<file path="config.mk">
export PLATFORM = sky130hd
export DESIGN_NAME = mem_access_ctrl
export DESIGN_NICKNAME = d
export VERILOG_FILES = /design/src/rtl/mem_access_ctrl.sv
export SDC_FILE = /design/constraint.sdc
export NUM_CORES = 1
export LEC_CHECK = 0
export CAP_MARGIN = 20
export CORE_MARGIN = 2
export CORE_UTILIZATION = 49
export DETAILED_ROUTE_END_ITERATION = 7
export GPL_ROUTABILITY_DRIVEN = 0
export HOLD_SLACK_MARGIN = 0.03
export PLACE_DENSITY = 0.86
export SETUP_SLACK_MARGIN = 0.3
export SLEW_MARGIN = 20
export SYNTH_ARGS = -nofsm -noshare
export SYNTH_HDL_FRONTEND = slang
export SYNTH_SLANG_ARGS = --single-unit
export TNS_END_PERCENT = 20
</file>
<file path="constraint.sdc">
create_clock -name clk -period 2.6 [get_ports clk]
set_clock_uncertainty 0.05 [all_clocks]
set_input_delay 0.39 -clock clk [delete_from_list [all_inputs] [get_ports clk]]
set_output_delay 0.39 -clock clk [all_outputs]
set_load 0.01 [all_outputs]
</file>
<file path="src/rtl/mem_access_ctrl.sv">
// mem_access_ctrl: MEM-stage data-memory sequencer for a variable-latency
// memory with a req/ack handshake. It stalls the front pipeline while an
// access is outstanding, forces a bubble into MEM/WB while stalled, and
// supplies the read data captured by MEM/WB.
//
// Ports:
//   clk, rst          clock, asynchronous active-low reset
//   mem_read/write    MEM-stage load/store (both high = store)
//   addr_in/wdata_in  MEM-stage address / store data
//   dmem_ack/rdata    memory completion strobe and read data
//   dmem_req/we/addr/wdata  memory request bus
//   stall             freezes PC, IF/ID, ID/EX, EX/MEM
//   wb_bubble         MEM/WB loads RegWrite=0, MemToReg=0
//   mem_res           read data toward MEM/WB
//   busy              state != IDLE
//   err               sticky timeout flag
module mem_access_ctrl #(
  parameter int TIMEOUT = 255,
  parameter int CNT_W   = 8
) (
  input  logic        clk,
  input  logic        rst,
  input  logic        mem_read,
  input  logic        mem_write,
  input  logic [31:0] addr_in,
  input  logic [31:0] wdata_in,
  input  logic        dmem_ack,
  input  logic [31:0] dmem_rdata,
  output logic        dmem_req,
  output logic        dmem_we,
  output logic [31:0] dmem_addr,
  output logic [31:0] dmem_wdata,
  output logic        stall,
  output logic        wb_bubble,
  output logic [31:0] mem_res,
  output logic        busy,
  output logic        err
);

  typedef enum logic [1:0] {IDLE, WAIT, RESP} state_t;

  state_t           state, state_nxt;
  logic [CNT_W-1:0] cnt;
  logic [31:0]      addr_q, wdata_q, rdata_q;
  logic             we_q, to_q, err_q;
  logic             acc, last;

  assign acc  = mem_read | mem_write;
  assign last = (cnt == CNT_W'(TIMEOUT - 1));

  always_ff @(posedge clk or negedge rst) begin
    if (!rst) begin
      state   <= IDLE;
      cnt     <= '0;
      addr_q  <= '0;
      wdata_q <= '0;
      rdata_q <= '0;
      we_q    <= 1'b0;
      to_q    <= 1'b0;
      err_q   <= 1'b0;
    end else begin
      state <= state_nxt;
      case (state)
        IDLE: if (acc && !dmem_ack) begin
          // Latch the request so the memory bus holds still even if
          // EX/MEM changes underneath us.
          addr_q  <= addr_in;
          wdata_q <= wdata_in;
          we_q    <= mem_write;
          cnt     <= '0;
          to_q    <= 1'b0;
        end
        WAIT: if (dmem_ack) begin
          // Ack beats a coincident timeout.
          rdata_q <= we_q ? 32'h0 : dmem_rdata;
          to_q    <= 1'b0;
        end else if (last) begin
          err_q   <= 1'b1;
          rdata_q <= '0;
          to_q    <= 1'b1;
        end else begin
          cnt <= cnt + CNT_W'(1);
        end
        default: ;
      endcase
    end
  end

  always_comb begin
    state_nxt  = state;
    dmem_req   = 1'b0;
    dmem_we    = we_q;
    dmem_addr  = addr_q;
    dmem_wdata = wdata_q;
    stall      = 1'b0;
    wb_bubble  = 1'b0;
    mem_res    = '0;
    case (state)
      IDLE: begin
        dmem_req   = acc;
        dmem_we    = mem_write;
        dmem_addr  = addr_in;
        dmem_wdata = wdata_in;
        if (acc) begin
          if (dmem_ack) begin
            mem_res = dmem_rdata;   // zero-wait bypass, no stall
          end else begin
            stall     = 1'b1;
            wb_bubble = 1'b1;
            state_nxt = WAIT;
          end
        end
      end
      WAIT: begin
        dmem_req  = 1'b1;
        stall     = 1'b1;
        wb_bubble = 1'b1;
        if (dmem_ack || last) state_nxt = RESP;
      end
      RESP: begin
        mem_res   = rdata_q;
        wb_bubble = to_q;           // squash the write-back of a timed-out access
        state_nxt = IDLE;
      end
      default: state_nxt = IDLE;
    endcase
    // Reset drops the request and pipeline controls without waiting for a clock.
    if (!rst) begin
      dmem_req  = 1'b0;
      dmem_we   = 1'b0;
      stall     = 1'b0;
      wb_bubble = 1'b0;
      mem_res   = '0;
    end
  end

  assign busy = (state != IDLE);
  assign err  = err_q;

endmodule
</file>
==> flow_summary.ini, run 1 <==
[drt]
firstDrtPassIters = 8
ant_nets = 0
vias = 4916
drc_errors = 16
wl_um = 17200
wire_per_inst_um = 19.9
drt_iter0_markers = 496
via_per_inst = 5.71

[place]
hpwl_um = 10800
port_buffers = 202
place_area_sq_um = 8030

[grt]
antenna_found_initial = 0
met1_usage_pct = 31.2
grt_pass1_vias = 5176
met2_usage_pct = 43.8
grt-busiest-layer = met2
gr-total-overflow = 0
grt_max_degree = 56
track_usage_pct = 26.0
grt_pass1_wl_um = 26500
met3_usage_pct = 9.27

[run_status]
violations = DRC
status = finished, violations left

[synthesis]
synth-async-reset-ratio_pct = 100
synth_flop_cell = dfrtp_1
synth-edff-count = 0
synthesis.area_sq_um = 5830
yosys.area.top_type_share_pct = 46.8
ys_ff_latch = 109
synth.distinct_cells = 36
yosysTopAreaCell = dfrtp_1
ys_warn_count = 0
ys_top_cells_by_area = dfrtp_1, mux2_2, mux2_4
ys_seq_area_share_pct = 46.8
synth_area_per_cell_sq_um = 11.6
syn_nets = 607
synth_cells = 504

[setup_path]
path_max_fanout = 16
crit_chain = nor2_4 > buf_6 > clkbuf_16 > mux2_2 > clkdlybuf4s50_1
r2r-start = state[0]$_DFFE_PN0P_
start_kind = register
slowest_stage = clkdlybuf4s50_1
worstRegToRegCells = 6
worstSetupPathType = register to primary output
required_ps = 2160
r2r_slack_ps = 580
end_kind = primary output
critPathMaxStageDelay_ps = 480
timing.rr.end = addr_q[0]$_DFFE_PN0P_
critPathArrivalTime_ps = 2090

[sta]
setup_viol = 0
period_minus_slack_ps = 2530
rsz0062_at_grt = true
hold_ws_ps = 147
finalHoldViolations = 0
slew_headroom_pct = 54.3
fin_crit_sh_pct = 97.5
worstMarginPinSlew_ps = 686
drv_slew = 0
clock.fmax_ghz = 0.395

[clocking]
cts_tree = done
htree_levels = 3
clockBufferDepth = 2
numCtsBuffers = 9
clk_latency_ps = 340
cts_root_buf = clkbuf_16
clk_pin_slew_worst_paths_ps = 70
cts.sinks = 109

[floorplan]
initial_utilization_pct = 50.6
rows = 39
die_h_um = 113
die_w_um = 113
die_area_sq_um = 12800
coreArea_sq_um = 11500
ios = 203

[pwr]
vdd_drop_max_mv = 0.455
powerDensity_nw_per_um2 = 842
p_leak_nw = 4.16

[finish]
nets = 816
final_util_pct = 74.9
stdcell_area_sq_um = 8630
drive_gt1_share_pct = 32.0
area_growth_pct = 48.0
num_antenna_cells = 0

[hold_path]
worstHoldPathType = primary input to async pin

[flow_run]
drv_cap = 0
## how the worst max path moves through the flow
stage	start	endpoint	slack, ps	cells after the start
finish	state[0]$_DFFE_PN0P_	dmem_wdata[6]	70	5
global route	state[0]$_DFFE_PN0P_	dmem_addr[9]	10	5
CTS	state[1]$_DFFE_PN0P_	dmem_wdata[10]	20	5
detailed placement	dmem_ack	mem_res[29]	-5	7
global placement	dmem_ack	mem_res[18]	6	7
floorplan	state[0]$_DFFE_PN0P_	mem_res[10]	690	7
## state kept, by name, indices dropped and copies added, names as in the netlist
register	count
we_q	1
cnt	8
addr_q	32
wdata_q	32
to_q	1
state	2
err	1
rdata_q	32
## worst max-delay path: cells and delay by family, from the launching register on
family / cells / cell delay, ps
buffers and inverters: 3 / 830
flip-flops: 1 / 410
multiplexers: 1 / 350
AND/OR/NAND/NOR: 1 / 160
## area by class of cell
type / instances / area [sq um]
flip-flops and latches: 109 / 2730
clock buffers: 12 / 256
fillers: 715 / 2890
inverters: 36 / 135
well taps: 143 / 179
multi-input cells: 319 / 2800
clock inverters: 4 / 70.1
repair buffers: 238 / 2460
## cells by family (layout without fill, tap and decap cells)
logic type | Yosys count | in the layout | share of synthesized area, %
muxes | 130 | 130 | 27.0
DFF | 109 | 109 | 46.8
and+or+nand+nor | 102 | 102 | 10.4
AOI/OAI and AO/OA | 85 | 85 | 9.44
buffers and inverters | 76 | 290 | 5.95
adders and majority gates | 2 | 2 | 0.429
## metal layers
layer,share of wire (%),up-vias
li1,-,2214
met1,40,2413
met2,49,257
met3,9.6,32
met4,2.2,0
met5,0,-
## stage by stage
stage               total power [mW]  setup TNS, ps  setup slack (ps)  std cells
floorplan                       4.28              0               691        504
global placement                5.47              0              6.47        829
detailed placement              5.59          -4.95             -4.95        829
CTS                             7.33              0              24.8        860
global route                    7.62              0              14.8        861
finish                          7.26              0              65.7        861
## cells in the final DEF (no fill, tap or decap), types with 3 or more instances in the layout
cell and n:
buf_4 19, inv_1 35, mux2_2 99, clkbuf_16 10, clkbuf_2 16, dfrtp_1 108
a31oi_1 3, and3_1 3, buf_6 5, clkdlybuf4s50_1 109, nand2_1 6, nor3_1 4
dlymetal6s2s_1 53, a22oi_1 31, nand4b_1 32, buf_2 19, nor2_4 3, o21ai_0 36
nand2b_1 4, dlygate4sd2_1 3, nand3_1 6, nor2_1 37, buf_16 3, buf_12 7
mux2_4 30
## where the power goes
part / switching, mW / internal (mW) / leakage [nW]
combinational: 1.29 / 1.80 / 2.66
sequential: 0.365 / 2.30 / 1.34
clock: 0.609 / 0.895 / 0.163
total: 2.26 / 5.00 / 4.16
## what timing repair did
action	4_1_cts	5_1_grt
buffers inserted	10	0
hold buffers	1	0
gates resized for setup	54	145
endpoints found under the hold margin	13	0
setup endpoints to repair	99	131
pin swaps	3	15
cloned	4	1
## cells in the mapped netlist (all sizes together) (2+ instances only)
cell type  number
ha              2
clkbuf         18
nor3            4
a22oi          32
nor2b           3
nand4b         32
a31oi           3
o21ai          37
and3            3
buf            22
nor2           40
nand2           6
nand2b          4
nand3           6
o21a            2
a21oi           2
a21boi          2
inv            36
dfrtp         109
mux2          129
(Power assumes the default switching activity.)
==> inputs of run 2 (changes only) <==
--- a/config.mk
+++ b/config.mk
@@ -9,7 +9,6 @@
 export CORE_MARGIN = 2
 export CORE_UTILIZATION = 49
 export DETAILED_ROUTE_END_ITERATION = 7
-export GPL_ROUTABILITY_DRIVEN = 0
 export HOLD_SLACK_MARGIN = 0.03
 export PLACE_DENSITY = 0.86
 export SETUP_SLACK_MARGIN = 0.3
==> flow_summary.ini, run 2 (synthesis gave the netlist of run 1 again) <==
[floorplan]
initial_utilization_pct = 50.6
rows = 39
die_h_um = 113
ios = 203
die_w_um = 113
coreArea_sq_um = 11500
die_area_sq_um = 12800

[pwr]
powerDensity_nw_per_um2 = 832
p_int_mw = 4.83
power.switching_mw = 2.25
vdd_drop_max_mv = 0.509
p_leak_nw = 3.87
pwr-share-comb_pct = 42.0
switching_share_pct = 31.8
p_seq_share_pct = 37.7
power_frac_clock_pct = 20.2

[finish]
drive_gt1_share_pct = 29.1
register_area_sq_um = 2730
fillers = 791
final_cell_count_no_fill = 860
multiInputGateArea_sq_um = 2780
num_antenna_cells = 0
reg.largest.list = addr_q (32), rdata_q (32), wdata_q (32)
final_cell_mix = dfrtp_1, clkdlybuf4s50_1, mux2_2
area_growth_pct = 46.1
final_util_pct = 74.0
nets = 815

[drt]
firstDrtPassIters = 8
ant_nets = 0
wl_um = 17000
vias = 4901
via_per_inst = 5.70
drc_errors = 14
wire_per_inst_um = 19.8
drt_iter0_markers = 370

[clocking]
cts.sinks = 109
clockBufferDepth = 2
cts_tree = done
clk_latency_ps = 340
clk_pin_slew_worst_paths_ps = 70
numCtsBuffers = 9
cts_root_buf = clkbuf_16
htree_levels = 3

[run_status]
violations = DRC
status = finished, violations left

[grt]
track_usage_pct = 26.4
grt_max_degree = 52
antenna_found_initial = 0
grt_pass1_wl_um = 26700
gr-total-overflow = 0
grt_pass1_vias = 5230

[sta]
finalHoldViolations = 0
period_minus_slack_ps = 2510
slew_headroom_pct = 48.1
rsz0062_at_grt = true
clock.fmax_ghz = 0.398
hold_ws_ps = 160
setup_viol = 0
fin_crit_sh_pct = 96.6
worstMarginPinSlew_ps = 776
drv_slew = 0

[place]
dp_cells = 829
routabilityCongestion = 0.808
hpwl_um = 10900
port_buffers = 202

[setup_path]
required_ps = 2160
critPathArrivalTime_ps = 2070
worstSetupPathType = register to primary output
end_kind = primary output
start_kind = register
path_max_fanout = 17

[hold_path]
worstHoldPathType = primary input to async pin

[flow_run]
drv_cap = 0
-- run 2: cell types whose count changed in the layout (fill, tap and decap cells not counted), sizes merged --
| cell | change |
|---|---|
| clkinvlp | +1 |
| bufinv | -1 |
| clkdlybuf4s50 | -1 |
| dlygate4sd2 | +54 |
| bufbuf | -1 |
| dlymetal6s2s | -35 |
| clkinv | -1 |
| buf | -2 |
| clkbuf | -15 |
-- run 2: layout make-up --
class,count,share of cell area (%)
Multi-Input combinational cell,319,32.7
Sequential cell,109,32.0
Timing Repair Buffer,237,27.9
Clock buffer,13,3.17
Tap cell,143,2.10
Inverter,36,1.59
Clock inverter,3,0.499
-- run 2: routing by layer --
layer,share of wire (%),global-route usage (%),vias up
li1,-,-,2221
met1,39,31.5,2390
met2,49,44.5,258
met3,10,9.32,32
met4,2.4,9.19,0
met5,0,0,-
-- run 2: worst paths after layout --
path / from / slack [ps] / cells after the start / to
setup / recovery: state[1]$_DFFE_PN0P_ / 90 / 5 / dmem_addr[4]
setup reg to reg: state[1]$_DFFE_PN0P_ / 530 / 7 / addr_q[10]$_DFFE_PN0P_
min in group clk: err$_DFFE_PN0P_ / 410 / 1 / err$_DFFE_PN0P_
max in group asynchronous: rst / 1320 / 2 / cnt[3]$_DFFE_PN0P_
hold / removal: rst / 160 / 2 / addr_q[20]$_DFFE_PN0P_
hold reg to reg: err$_DFFE_PN0P_ / 410 / 1 / err$_DFFE_PN0P_
-- run 2: per-stage QoR --
| stage | TNS (ps) | power, mW | instance area [sq um] | setup WS (ps) |
|---|---|---|---|---|
| 5_1_grt | 0 | 7.46 | 8520 | 41.3 |
| 3_3_place_gp | 0 | 5.47 | 8030 | 22.2 |
| 6_report | 0 | 7.08 | 8520 | 88.8 |
| 3_5_place_dp | -1070 | 5.59 | 8030 | -64.7 |
| 2_1_floorplan | 0 | 4.28 | 5830 | 691 |
| 4_1_cts | 0 | 7.11 | 8440 | 85.0 |
-- run 2: power by group through the flow --
stage | clock, mW | sequential [mW] | combinational [mW]
2_1_floorplan | 0 | 2.56 | 1.72
3_3_place_gp | 0 | 2.64 | 2.83
3_5_place_dp | 0 | 2.67 | 2.92
4_1_cts | 1.46 | 2.66 | 2.99
5_1_grt | 1.53 | 2.73 | 3.20
6_report | 1.43 | 2.67 | 2.98
-- run 2: worst max-delay path, cell delays in order (launching register included) --
cell and delay, ps:
dfrtp_2 440, nor2_4 150, buf_6 130, buf_12 150, mux2_2 340, clkdlybuf4s50_1 510
-- run 2: what timing repair did --
| action | in CTS | in global routing |
|---|---|---|
| gates resized for setup | 138 | 22 |
| pin swaps | 6 | 1 |
| hold endpoints to repair | 17 | 0 |
| setup buffers | 7 | 1 |
| cloned | 5 | 1 |
| endpoints found under the setup margin | 99 | 100 |
| hold buffers | 1 | 0 |
==> inputs of run 3 (changes only) <==
--- a/config.mk
+++ b/config.mk
@@ -6,11 +6,11 @@
 export NUM_CORES = 1
 export LEC_CHECK = 0
 export CAP_MARGIN = 20
-export CORE_MARGIN = 2
+export CORE_MARGIN = 3
 export CORE_UTILIZATION = 49
 export DETAILED_ROUTE_END_ITERATION = 7
 export HOLD_SLACK_MARGIN = 0.03
-export PLACE_DENSITY = 0.86
+export PLACE_DENSITY = 0.85
 export SETUP_SLACK_MARGIN = 0.3
 export SLEW_MARGIN = 20
 export SYNTH_ARGS = -nofsm -noshare
==> flow_summary.ini, run 3 (synthesis gave the netlist of run 1 again) <==
[grt]
track_usage_pct = 24.6
grt_max_degree = 58
gr-total-overflow = 0
grt_pass1_vias = 5055
grt_pass1_wl_um = 26000
antenna_found_initial = 0

[sta]
rsz0062_at_grt = true
finalHoldViolations = 0
hold_ws_ps = 145
drv_slew = 0
worstMarginPinSlew_ps = 726
clock.fmax_ghz = 0.412
setup_tns_ps = 0
period_minus_slack_ps = 2430
fin_crit_sh_pct = 93.3
timing.final.ws_setup_ps = 174
slew_headroom_pct = 51.6
setup_viol = 0

[floorplan]
die_area_sq_um = 13200
die_w_um = 115
die_h_um = 115
coreArea_sq_um = 11500
initial_utilization_pct = 50.6
rows = 39
ios = 203

[place]
pre_cts_slack_ps = -152
hpwl_um = 10900
dp_cells = 828
routabilityCongestion = 0.799
place_area_sq_um = 8020
port_buffers = 202

[finish]
nets = 811
final_cell_mix = dfrtp_1, clkdlybuf4s50_1, mux2_2
final_cell_count_no_fill = 856
drive_gt1_share_pct = 33.0
multiInputGateArea_sq_um = 2780
stdcell_area_sq_um = 8420
final_common_cell = dfrtp_1
num_antenna_cells = 0
fillers = 783
final_util_pct = 73.1
area_growth_pct = 44.5
register_area_sq_um = 2730
reg.largest.list = addr_q (32), rdata_q (32), wdata_q (32)

[setup_path]
r2r_slack_ps = 640
worstSetupPathType = register to primary output
r2r-start = state[0]$_DFFE_PN0P_
timing.rr.end = addr_q[5]$_DFFE_PN0P_
critPathArrivalTime_ps = 1990
path_max_fanout = 13
start_kind = register
required_ps = 2160
end_kind = primary output
worstRegToRegCells = 6

[drt]
vias = 4783
wire_per_inst_um = 19.1
firstDrtPassIters = 5
via_per_inst = 5.59
ant_nets = 0
wl_um = 16300
drt_iter0_markers = 433
drc_errors = 0

[flow_run]
drv_cap = 0

[hold_path]
worstHoldPathType = primary input to async pin

[clocking]
htree_levels = 3
clk_pin_slew_worst_paths_ps = 70
clk_latency_ps = 340
cts.sinks = 109
clockBufferDepth = 2
cts_root_buf = clkbuf_16
cts_tree = done
numCtsBuffers = 9

[run_status]
status = complete, no violations

[pwr]
fin_total_pwr_mw = 7.09
powerDensity_nw_per_um2 = 842
p_leak_nw = 4.24
vdd_drop_max_mv = 0.487
==> run 3: area by class of cell <==
cell class                      count  share of cell area (%)
Tap cell                          143                    2.12
Clock buffer                       10                    2.84
Timing Repair Buffer              233                    26.8
Inverter                           36                    1.60
Multi-Input combinational cell    319                    33.0
Clock inverter                      6                    1.29
Sequential cell                   109                    32.4
==> run 3: critical path, stage by stage (launching register included) <==
cell           delay, ps
dfrtp_1              410
nor2_4               150
buf_6                150
buf_12               150
buf_6                120
mux2_2               350
dlygate4sd2_1        300
==> run 3: worst max path at each step <==
stage,startpoint,to,slack [ps],cells past startpoint
2_1_floorplan,state[0]$_DFFE_PN0P_,mem_res[10],690,7
3_3_place_gp,dmem_ack,rdata_q[15]$_DFFE_PN0P_,10,5
3_5_place_dp,dmem_ack,rdata_q[27]$_DFFE_PN0P_,-150,5
4_1_cts,dmem_ack,wb_bubble,40,6
5_1_grt,state[0]$_DFFE_PN0P_,dmem_addr[27],120,6
6_report,state[0]$_DFFE_PN0P_,dmem_addr[27],170,6
==> run 3: per-layer routing <==
| layer | vias to the layer above | track usage (%) | routed length [um] |
|---|---|---|---|
| li1 | 2212 | - | - |
| met1 | 2348 | 30.2 | 6540 |
| met2 | 206 | 41.5 | 7940 |
| met3 | 17 | 8.74 | 1650 |
| met4 | 0 | 6.42 | 207 |
| met5 | - | 0 | 0 |
==> run 3: repair_timing <==
item	4_1_cts	5_1_grt
hold buffers	1	0
cloned	3	0
setup endpoints to repair	130	132
setup buffers	8	0
pin swaps	1	1
gates resized for setup	64	148
endpoints found under the hold margin	6	0
==> run 3: power breakdown <==
part	internal (mW)	switching (mW)	total (mW)	leakage [nW]
clock network	0.969	0.621	1.59	0.173
registers	2.30	0.356	2.66	1.34
logic	1.60	1.25	2.84	2.74
total	4.87	2.22	7.09	4.24
